===== src/rtl/pulse_trig_sched.sv =====
// pulse_trig_sched
//   Time-triggered pulse command scheduler. Entries (command, register
//   operand, fire time) are queued in a small circular buffer. The head entry
//   is compared against a free-running time counter (qclk); when it is due it
//   is popped and presented on the outputs with a one-cycle write enable and
//   strobe in the following cycle. A head whose time has already passed is
//   either fired and flagged (HALT_ON_LATE=0) or flagged and frozen in HALT
//   until flush (HALT_ON_LATE=1).
//
// Ports
//   clk, reset           : clock, synchronous active-high reset
//   cmd_in/reg_in        : command word and operand to enqueue
//   cmd_time             : qclk value at which the entry fires
//   cmd_valid/cmd_ready  : enqueue handshake
//   sync                 : clears qclk on the next cycle
//   flush                : empties the queue, leaves HALT
//   pulse_cmd_out/reg_out: last fired entry (held between fires)
//   pulse_write_en       : one-cycle write enable per fired entry
//   cstrobe_out          : one-cycle strobe, coincident with pulse_write_en
//   qclk                 : free-running time counter
//   count                : number of queued entries
//   late_err             : sticky late-entry flag, cleared only by reset
//   halted               : high while in HALT
//
// State  | meaning
// -------+-----------------------------------------------------------
// IDLE   | queue empty, nothing to compare
// WAIT   | head entry pending, compared against qclk every cycle
// HALT   | late head seen with HALT_ON_LATE=1; frozen until flush/reset

module pulse_trig_sched #(
  parameter int CMD_WIDTH    = 64,
  parameter int DATA_WIDTH   = 32,
  parameter int TIME_WIDTH   = 32,
  parameter int DEPTH        = 4,
  parameter bit HALT_ON_LATE = 1'b0
) (
  input  logic                    clk,
  input  logic                    reset,
  input  logic [CMD_WIDTH-1:0]    cmd_in,
  input  logic [DATA_WIDTH-1:0]   reg_in,
  input  logic [TIME_WIDTH-1:0]   cmd_time,
  input  logic                    cmd_valid,
  output logic                    cmd_ready,
  input  logic                    sync,
  input  logic                    flush,
  output logic [CMD_WIDTH-1:0]    pulse_cmd_out,
  output logic [DATA_WIDTH-1:0]   reg_out,
  output logic                    pulse_write_en,
  output logic                    cstrobe_out,
  output logic [TIME_WIDTH-1:0]   qclk,
  output logic [$clog2(DEPTH):0]  count,
  output logic                    late_err,
  output logic                    halted
);

  localparam int AW = $clog2(DEPTH);
  localparam logic [AW:0]           DEPTH_C = (AW+1)'(DEPTH);
  localparam logic [AW:0]           CNT_ONE = (AW+1)'(1);
  localparam logic [AW-1:0]         PTR_ONE = AW'(1);
  localparam logic [TIME_WIDTH-1:0] T_ONE   = TIME_WIDTH'(1);

  typedef enum logic [1:0] {
    ST_IDLE = 2'd0,
    ST_WAIT = 2'd1,
    ST_HALT = 2'd2
  } state_t;

  state_t                 state_q;
  logic [TIME_WIDTH-1:0]  qclk_q;
  logic [AW-1:0]          wr_ptr_q, rd_ptr_q;
  logic [AW:0]            count_q;

  logic [CMD_WIDTH-1:0]   cmd_mem_q  [DEPTH];
  logic [DATA_WIDTH-1:0]  reg_mem_q  [DEPTH];
  logic [TIME_WIDTH-1:0]  time_mem_q [DEPTH];

  logic [CMD_WIDTH-1:0]   pulse_cmd_q;
  logic [DATA_WIDTH-1:0]  reg_out_q;
  logic                   write_en_q;
  logic                   cstrobe_q;
  logic                   late_err_q;

  logic [TIME_WIDTH-1:0]  diff;
  logic                   head_valid;
  logic                   head_due;
  logic                   head_late;
  logic                   push;
  logic                   pop;
  logic                   halt_go;

  // Head is read straight from the buffer; count_q only rises the cycle after
  // a push, so a new entry is never compared in its own push cycle.
  always_comb begin
    diff       = time_mem_q[rd_ptr_q] - qclk_q;
    head_valid = (state_q == ST_WAIT) && (count_q != '0);
    head_due   = (diff == '0);
    head_late  = diff[TIME_WIDTH-1];
    cmd_ready  = (count_q < DEPTH_C) && (state_q != ST_HALT);
    push       = cmd_valid && cmd_ready && !flush;
    pop        = head_valid && !flush && (head_due || (head_late && !HALT_ON_LATE));
    halt_go    = head_valid && !flush && head_late && HALT_ON_LATE;
  end

  // Time counter and queue bookkeeping
  always_ff @(posedge clk) begin
    if (reset) begin
      qclk_q   <= '0;
      wr_ptr_q <= '0;
      rd_ptr_q <= '0;
      count_q  <= '0;
    end else begin
      qclk_q <= sync ? '0 : qclk_q + T_ONE;
      if (flush) begin
        wr_ptr_q <= '0;
        rd_ptr_q <= '0;
        count_q  <= '0;
      end else begin
        if (push) wr_ptr_q <= wr_ptr_q + PTR_ONE;
        if (pop)  rd_ptr_q <= rd_ptr_q + PTR_ONE;
        case ({push, pop})
          2'b10:   count_q <= count_q + CNT_ONE;
          2'b01:   count_q <= count_q - CNT_ONE;
          default: count_q <= count_q;
        endcase
      end
    end
  end

  // Entry storage; contents are don't-care until written, so no reset.
  always_ff @(posedge clk) begin
    if (push && !reset) begin
      cmd_mem_q[wr_ptr_q]  <= cmd_in;
      reg_mem_q[wr_ptr_q]  <= reg_in;
      time_mem_q[wr_ptr_q] <= cmd_time;
    end
  end

  // Scheduler FSM with registered outputs
  always_ff @(posedge clk) begin
    if (reset) begin
      state_q     <= ST_IDLE;
      pulse_cmd_q <= '0;
      reg_out_q   <= '0;
      write_en_q  <= 1'b0;
      cstrobe_q   <= 1'b0;
      late_err_q  <= 1'b0;
    end else begin
      write_en_q <= pop;
      cstrobe_q  <= pop;
      if (pop) begin
        pulse_cmd_q <= cmd_mem_q[rd_ptr_q];
        reg_out_q   <= reg_mem_q[rd_ptr_q];
      end
      if ((pop && head_late) || halt_go) late_err_q <= 1'b1;

      case (state_q)
        ST_IDLE: begin
          if (push) state_q <= ST_WAIT;
        end
        ST_WAIT: begin
          if (flush)
            state_q <= ST_IDLE;
          else if (halt_go)
            state_q <= ST_HALT;
          else if (pop && !push && (count_q == CNT_ONE))
            state_q <= ST_IDLE;
        end
        ST_HALT: begin
          if (flush) state_q <= ST_IDLE;
        end
        default: state_q <= ST_IDLE;
      endcase
    end
  end

  assign pulse_cmd_out  = pulse_cmd_q;
  assign reg_out        = reg_out_q;
  assign pulse_write_en = write_en_q;
  assign cstrobe_out    = cstrobe_q;
  assign qclk           = qclk_q;
  assign count          = count_q;
  assign late_err       = late_err_q;
  assign halted         = (state_q == ST_HALT);

endmodule


===== config.mk =====
export PLATFORM = sky130hd
export DESIGN_NAME = pulse_trig_sched
export DESIGN_NICKNAME = d
export VERILOG_FILES = /design/src/rtl/pulse_trig_sched.sv
export SDC_FILE = /design/constraint.sdc
export NUM_CORES = 1
export LEC_CHECK = 0
export ABC_CLOCK_PERIOD_IN_PS = 5600
export BUFFER_PORTS_ARGS = -buffer_cell sky130_fd_sc_hd__buf_2
export CORE_MARGIN = 2
export CORE_UTILIZATION = 40
export DETAILED_ROUTE_END_ITERATION = 7
export GPL_ROUTABILITY_DRIVEN = 0
export HOLD_SLACK_MARGIN = 0.06
export PLACE_DENSITY_LB_ADDON = 0.1
export SLEW_MARGIN = 15
export SYNTH_ARGS = -nofsm -noshare
export SYNTH_HDL_FRONTEND = slang
export SYNTH_SLANG_ARGS = --single-unit

===== constraint.sdc =====
create_clock -name clk -period 5.6 [get_ports clk]
set_clock_uncertainty 0.05 [all_clocks]
set_input_delay 0.56 -clock clk [delete_from_list [all_inputs] [get_ports clk]]
set_output_delay 0.56 -clock clk [all_outputs]
set_load 0.1 [all_outputs]

== Word level (Yosys, flattened, before mapping) ==
Memory sizes are Yosys's and may differ from the RTL's. A register that Yosys moved wholly into a read port is not among the register bits.
Index checks and enable logic that the tools add are counted.
W data, S select, Z words.

* Flip-flop bits (word level): 43
* Memory bits (writable): 512
* Memories: 3

* Add/subtract/negate cells: 6
* Magnitude comparators: 1
* Eq/ne operators: 9
* Muxes and demuxes: 10
* Reduce and logical (&&, ||, !) cells: 21

{| class="wikitable"
|+ Memories
! memory !! words !! bits a word !! rd ports !! clocked after memory_dff !! wr ports !! RTL line !! text
|-
| cmd_mem_q || 4 || 64 || 1 || 1 || 1 || 74 || <nowiki>logic [CMD_WIDTH-1:0] cmd_mem_q [DEPTH];</nowiki>
|-
| reg_mem_q || 4 || 32 || 1 || 1 || 1 || 75 || <nowiki>logic [DATA_WIDTH-1:0] reg_mem_q [DEPTH];</nowiki>
|-
| time_mem_q || 4 || 32 || 1 || 1 || 1 || 76 || <nowiki>logic [TIME_WIDTH-1:0] time_mem_q [DEPTH];</nowiki>
|}

{| class="wikitable"
|+ Operators by type and width
! kind !! count
|-
| $add A32 B1 Y32 const B || 1
|-
| $logic_not A32 Y1 || 1
|-
| $sub A32 B32 Y32 || 1
|-
| $mux W2 || 6
|-
| $logic_and A1 B1 Y1 || 10
|-
| $ne A2 B2 Y1 const B || 3
|-
| $pmux W2 S3 || 1
|-
| $pmux W3 S2 || 1
|-
| $add A2 B1 Y2 const B || 2
|-
| $eq A2 B1 Y1 const B || 2
|-
| $eq A2 B2 Y1 const B || 2
|-
| $reduce_or A2 Y1 || 2
|-
| $add A3 B1 Y3 const B || 1
|-
| $eq A3 B1 Y1 const B || 1
|-
| $logic_not A1 Y1 || 3
|-
| $lt A3 B3 Y1 const B || 1
|-
| $ne A3 B2 Y1 const B || 1
|-
| $reduce_and A3 Y1 || 1
|-
| $reduce_bool A3 Y1 || 1
|-
| $sub A3 B1 Y3 const B || 1
|-
| $logic_not A2 Y1 || 1
|-
| $mux W1 || 2
|-
| $reduce_bool A2 Y1 || 1
|-
| $logic_or A1 B1 Y1 || 1
|}

== Depth between registers and ports, before layout ==
* Depth after elaboration: 10
* Gate-level depth with buffers: 21
* Mapped depth without buffers: 17

== Least setup slack after synthesis ==
Ideal clock, no wire load.

* Path type: register to register
* Start point: reg with a tool-made name
* End point: reg count_q[2] (netlist: count[2])
* Data arrival time: 5.049 ns
* Required time: 5.480 ns
* Setup slack: 0.431 ns
* Cell stages (with the launch flop): 19
* Buffers on the path: 4
* Cell sequence: dfxtp_1 -> clkbuf_1 -> buf_1 -> mux4_2 -> ha_1 -> nor2b_1 -> o31a_1 -> o21ai_1 -> a21oi_2 -> mux2i_1 -> or4_4 -> a2111oi_4 -> nand4b_2 -> buf_2 -> buf_2 -> nand2_1 -> ha_1 -> or3_1 -> a21oi_1

{| class="wikitable"
|+ RTL lines
! element !! RTL line !! text
|-
| to (signal assigned) || 122 || <nowiki>2'b10: count_q <= count_q + CNT_ONE;</nowiki>
|-
| to (signal assigned) || 123 || <nowiki>2'b01: count_q <= count_q - CNT_ONE;</nowiki>
|-
| to (signal assigned) || 124 || <nowiki>default: count_q <= count_q;</nowiki>
|-
| to (decl) || 72 || <nowiki>logic [AW:0] count_q;</nowiki>
|}

==> results list <==
* Share of power burned in the clock network: 45.9%
- Measured along the x axis, the die boundary spans 260 µm.
- Library cell appearing most often on the critical path: sky130_fd_sc_hd__buf_4
- Setup total negative slack on the finished layout was measured at 0 ns.
- Internal portion of total power: 8.18 mW
- In the global route stage, met3 resource usage came out at between 5 and 6%.
* Peak Freq: 195 MHz
- In the final layout, the share of cells above drive strength 1 is 28.7%.
* CP Capture Type: flop
- Post-Place Cells: roughly 2700
* Logic pwr share: 3.0%
* Hold buffer count at CTS: 0
* Detailed-placement wirelength estimate: 40100 µm
- Mux contribution to synthesized area: 11.3%
- Clock tree from TritonCTS: built
* Number of antenna violations at the first check in global routing: 18
* Total number of vias: about 16000
* WHS Endpoint: cmd_mem_q[0][33]$_DFFE_PP_
- Syn avg cell area: 15.7 µm²
- Data arrival, critical path: around 5.6 ns
- In this run the most critical hold path is launched from cmd_in[33].
- Count of endpoints failing hold in the final timing report: 0
* Final routed DRC violation total: 0
* Synthesized instance count: 1676
* Result of the run: finished clean
- Of the total synthesized cell area, the portion taken by AND, OR, NAND and NOR gates is 5.96%.
* Share of the synthesized area in compound gates (AO/OA/AOI/OAI): 7.81%
- Counting instances, the worst hold path has a depth of 1.
- Clock input transition at the sequential cells of the worst setup and hold paths: 0.06 ns
- Library cells used by synthesis: 74
* Buffers inserted by post-CTS timing repair: 0
- In the post-synthesis netlist, the biggest area contributors are sky130_fd_sc_hd__edfxtp_1 58%, sky130_fd_sc_hd__mux4_2 11%, sky130_fd_sc_hd__dfxtp_1 11%.
* Critical Path Source Type: flop
- The number of max-slew violations in the final report came to 0.
- Number of search-and-repair iterations in the first detailed-routing pass: 4
* Post-cts sizing count: 0
- For the worst setup path, the data required time is 6.09 ns.
* CP max FO: 11
- For this block, the initial DRC count from the detailed router was 995.
- Die extent in y: 260 µm
- Met1 capacity usage during global routing: 24.7%
- The first global-routing pass estimated 98000 µm of wire.
- After synthesis, the largest family of logic cells by area is multiplexers.
- Leading area contributor after synthesis: sky130_fd_sc_hd__edfxtp_1
* Adder and majority cell fraction of the synthesized area: 2.03%
- Yosys mapped a number of flops with a built-in enable equal to 512.
- The tool flagged a number of max-cap violations equal to 0.
- Worst setup path class: flop to flop
- Total wire length after detailed routing: 65400 µm
- Remaining max-slew budget at the tightest pin: 33.9%
- At the end of the flow, the number of nets in the layout was 2115.
- For flop-to-flop paths, the worst setup slack is approximately 0.47 ns.
- Class of the worst hold path: input pin to flop
* Synth top area share: between 50% and 60%
- Entering global routing, the biggest net connects 98 pins.
* Buffers on Ports: approximately 270
* Cell area after technology mapping: around 0.026 mm²
- After global routing the overflow that remains totals 0.
- The analysis attributes to net switching a power of 2.11 mW.
* Total power divided by cell area: 332 mW/mm²
- During synthesis, Yosys emitted a total of 0 warnings.
* Final setup violation count: 0
* Ordered cell list for the critical path: buf_4 -> buf_4 -> mux4_2 -> ha_1 -> nand2_1 -> o21ai_0 -> inv_1 -> o21ai_0 -> o2111ai_1 -> and3_1 -> nor4b_1 -> buf_4 -> nand4b_4 -> nand2_1 -> ha_1 -> or3_1 -> a21oi_1
* Standard-cell row count: 94
* Depth of the worst register-to-register path: 17
* Initial core utilization: between 40% and 50%
* Antenna Violating Nets Remaining: 0
* Clock net sink count: 652
- Number of cells in the finished layout apart from fillers: 2869
- Busiest layer in global routing: met2
- Clock latency on the worst-skew pair, taken at its later pin, is ~0.61 ns.
- The die covers about 0.068 mm².
- Clock tree synthesis selected as its root buffer the cell sky130_fd_sc_hd__clkbuf_16.
- Setup repair after global routing left no endpoint under its margin.
- H-tree depth: 3
* Maximum VDD drop: 0.257 mV
* Dominant synthesized flop cell: sky130_fd_sc_hd__edfxtp_1
- For met2 alone, demand over resource in global routing was between 30% and 40%.
- Counting the buffers created by CTS gives 70.
- Final min period: 5.13 ns
- After synthesis the netlist holds a flip-flop and latch count of ~650.
* Syn nets: 1851
- Maximum clock insertion buffer count: 3
- Slew at the pin closest to its max-slew limit: 0.992 ns
- Period utilization: 91.6%
* Highest-delay cell along the critical path: sky130_fd_sc_hd__mux4_2
- Number of global-route vias before repair: around 16000
- Endpoint of the most critical register-to-register path: count[2]$_SDFFE_PP0P_
* Core box area: 0.0654 mm²
- The analysis attributes to cell leakage a power of 10.4 nW.
- Top-level I/O count: around 270
- Critical path's largest stage delay: 0.52 ns
- Dividing the detail-routed via count by the number of cells gives 5.41.
- Global-route total usage across every layer: 19.3%
* Area share of xor/xnor cells in the synthesized design: about 1.2%
* Async set-reset flop share out of synthesis: 0%
- The area growth from synthesis to layout is 18.0%.
- Register share of total power: 51.2%
- Fraction of power spent switching nets: about a fifth
- Post-synthesis sequential area ratio: between 60% and 70%
- Wirelength per Cell: 22.8 µm
==> critical path: cells and delay by family (launching register included) <==
kind | cells | cell delay, ns
muxes | 1 | 0.52
AOI/OAI and AO/OA | 4 | 1.09
and+or+nand+nor | 6 | 1.51
buffers and inverters | 4 | 0.81
DFF | 1 | 0.32
adders and majority gates | 2 | 0.76
==> area by class of cell <==
type / instances / area [µm²]
Antenna cell: 7 / 17.5
Clock buffer: 105 / 2040
Clock inverter: 25 / 342
Fill cell: 5802 / 34400
Inverter: 52 / 195
Multi-Input combinational cell: 866 / 7470
Sequential cell: 652 / 18200
Tap cell: 864 / 1080
Timing Repair Buffer: 298 / 1710
==> how the worst max path moves through the flow <==
stage	startpoint	endpoint	slack (ns)	cells after the start
floorplan	flop	count[2]$_SDFFE_PP0P_	0.43	18
global placement	flop	count[2]$_SDFFE_PP0P_	0.49	17
detailed placement	flop	count[2]$_SDFFE_PP0P_	0.48	17
CTS	flop	count[2]$_SDFFE_PP0P_	0.45	17
global route	flop	count[2]$_SDFFE_PP0P_	0.03	17
finish	flop	count[2]$_SDFFE_PP0P_	0.47	17
==> metal layers <==
layer	wire length (µm)	vias to the layer above
li1	-	7091
met1	27400	7924
met2	32600	343
met3	3670	128
met4	1570	24
met5	152	-
==> logic make-up after synthesis <==
kind of cell | after synthesis
flops | 652
compound gates | 342
simple gates | 310
buf+inv | 158
mux | 136
fa+ha+maj | 42
xor+xnor | 35
other cells | 1
==> cell usage after synthesis (all sizes together), types with 17 or more instances <==
master  instances
dfxtp         140
clkbuf         59
o21ai         124
inv            52
ha             41
xnor2          32
nand3         116
buf            47
nand2          48
edfxtp        512
nor2           60
a21oi         142
nor3           17
mux4          128
==> flip-flops by register name, summed over array words and instances (netlist names), 2 cells and up, named ones only <==
| name | count |
|---|---|
| reg_out | 32 |
| reg_mem_q | 128 |
| pulse_cmd_out | 64 |
| count | 3 |
| qclk | 32 |
| wr_ptr_q | 2 |
| cmd_mem_q | 256 |
| time_mem_q | 128 |
| rd_ptr_q | 2 |
==> power groups by stage <==
stage	registers (mW)	logic [mW]	clock network, mW
CTS	5.27	0.309	4.85
finish	5.27	0.306	4.72
detailed placement	5.37	0.308	0
floorplan	5.40	0.142	0
global placement	5.37	0.302	0
global route	5.27	0.336	5.03
==> stage by stage <==
step / instance area, µm² / hold WS (ns) / setup WS (ns) / total power, mW / utilization (%)
2_1_floorplan: 26300 / 0.419 / 0.431 / 5.54 / -
3_3_place_gp: 28600 / 0.397 / 0.492 / 5.67 / 43.8
3_5_place_dp: 28600 / 0.402 / 0.483 / 5.68 / 43.8
4_1_cts: 31000 / 0.0683 / 0.453 / 10.4 / 47.4
5_1_grt: 31000 / 0.0807 / 0.0268 / 10.6 / 47.5
6_report: 31000 / 0.111 / 0.472 / 10.3 / 47.5
==> placed cells by master (no fill, tap or decap), types with 7 or more instances in the layout <==
cell type / Yosys / final
sky130_fd_sc_hd__edfxtp_1: 512 / 512
sky130_fd_sc_hd__a21oi_2: 13 / 13
sky130_fd_sc_hd__a21o_1: 12 / 12
sky130_fd_sc_hd__and3_1: 7 / 7
sky130_fd_sc_hd__buf_12: 1 / 11
sky130_fd_sc_hd__o21a_1: 8 / 8
sky130_fd_sc_hd__nand4_1: 15 / 15
sky130_fd_sc_hd__dfxtp_1: 140 / 137
sky130_fd_sc_hd__a211oi_1: 7 / 7
sky130_fd_sc_hd__xnor2_1: 32 / 32
sky130_fd_sc_hd__mux4_2: 128 / 128
sky130_fd_sc_hd__nand3_1: 116 / 116
sky130_fd_sc_hd__o21ai_1: 42 / 42
sky130_fd_sc_hd__nand2_1: 48 / 48
sky130_fd_sc_hd__ha_1: 41 / 41
sky130_fd_sc_hd__buf_2: 22 / 266
sky130_fd_sc_hd__or3_1: 7 / 7
sky130_fd_sc_hd__nor2_1: 60 / 60
sky130_fd_sc_hd__clkbuf_1: 59 / 22
sky130_fd_sc_hd__nor3_1: 17 / 17
sky130_fd_sc_hd__buf_4: 6 / 21
sky130_fd_sc_hd__o21ai_0: 81 / 81
sky130_fd_sc_hd__a31oi_1: 7 / 7
sky130_fd_sc_hd__clkbuf_16: 0 / 72
sky130_fd_sc_hd__clkbuf_8: 0 / 11
sky130_fd_sc_hd__diode_2: 0 / 7
sky130_fd_sc_hd__inv_1: 52 / 52
sky130_fd_sc_hd__a21oi_1: 129 / 129
Power figures use the tool's default switching activity.
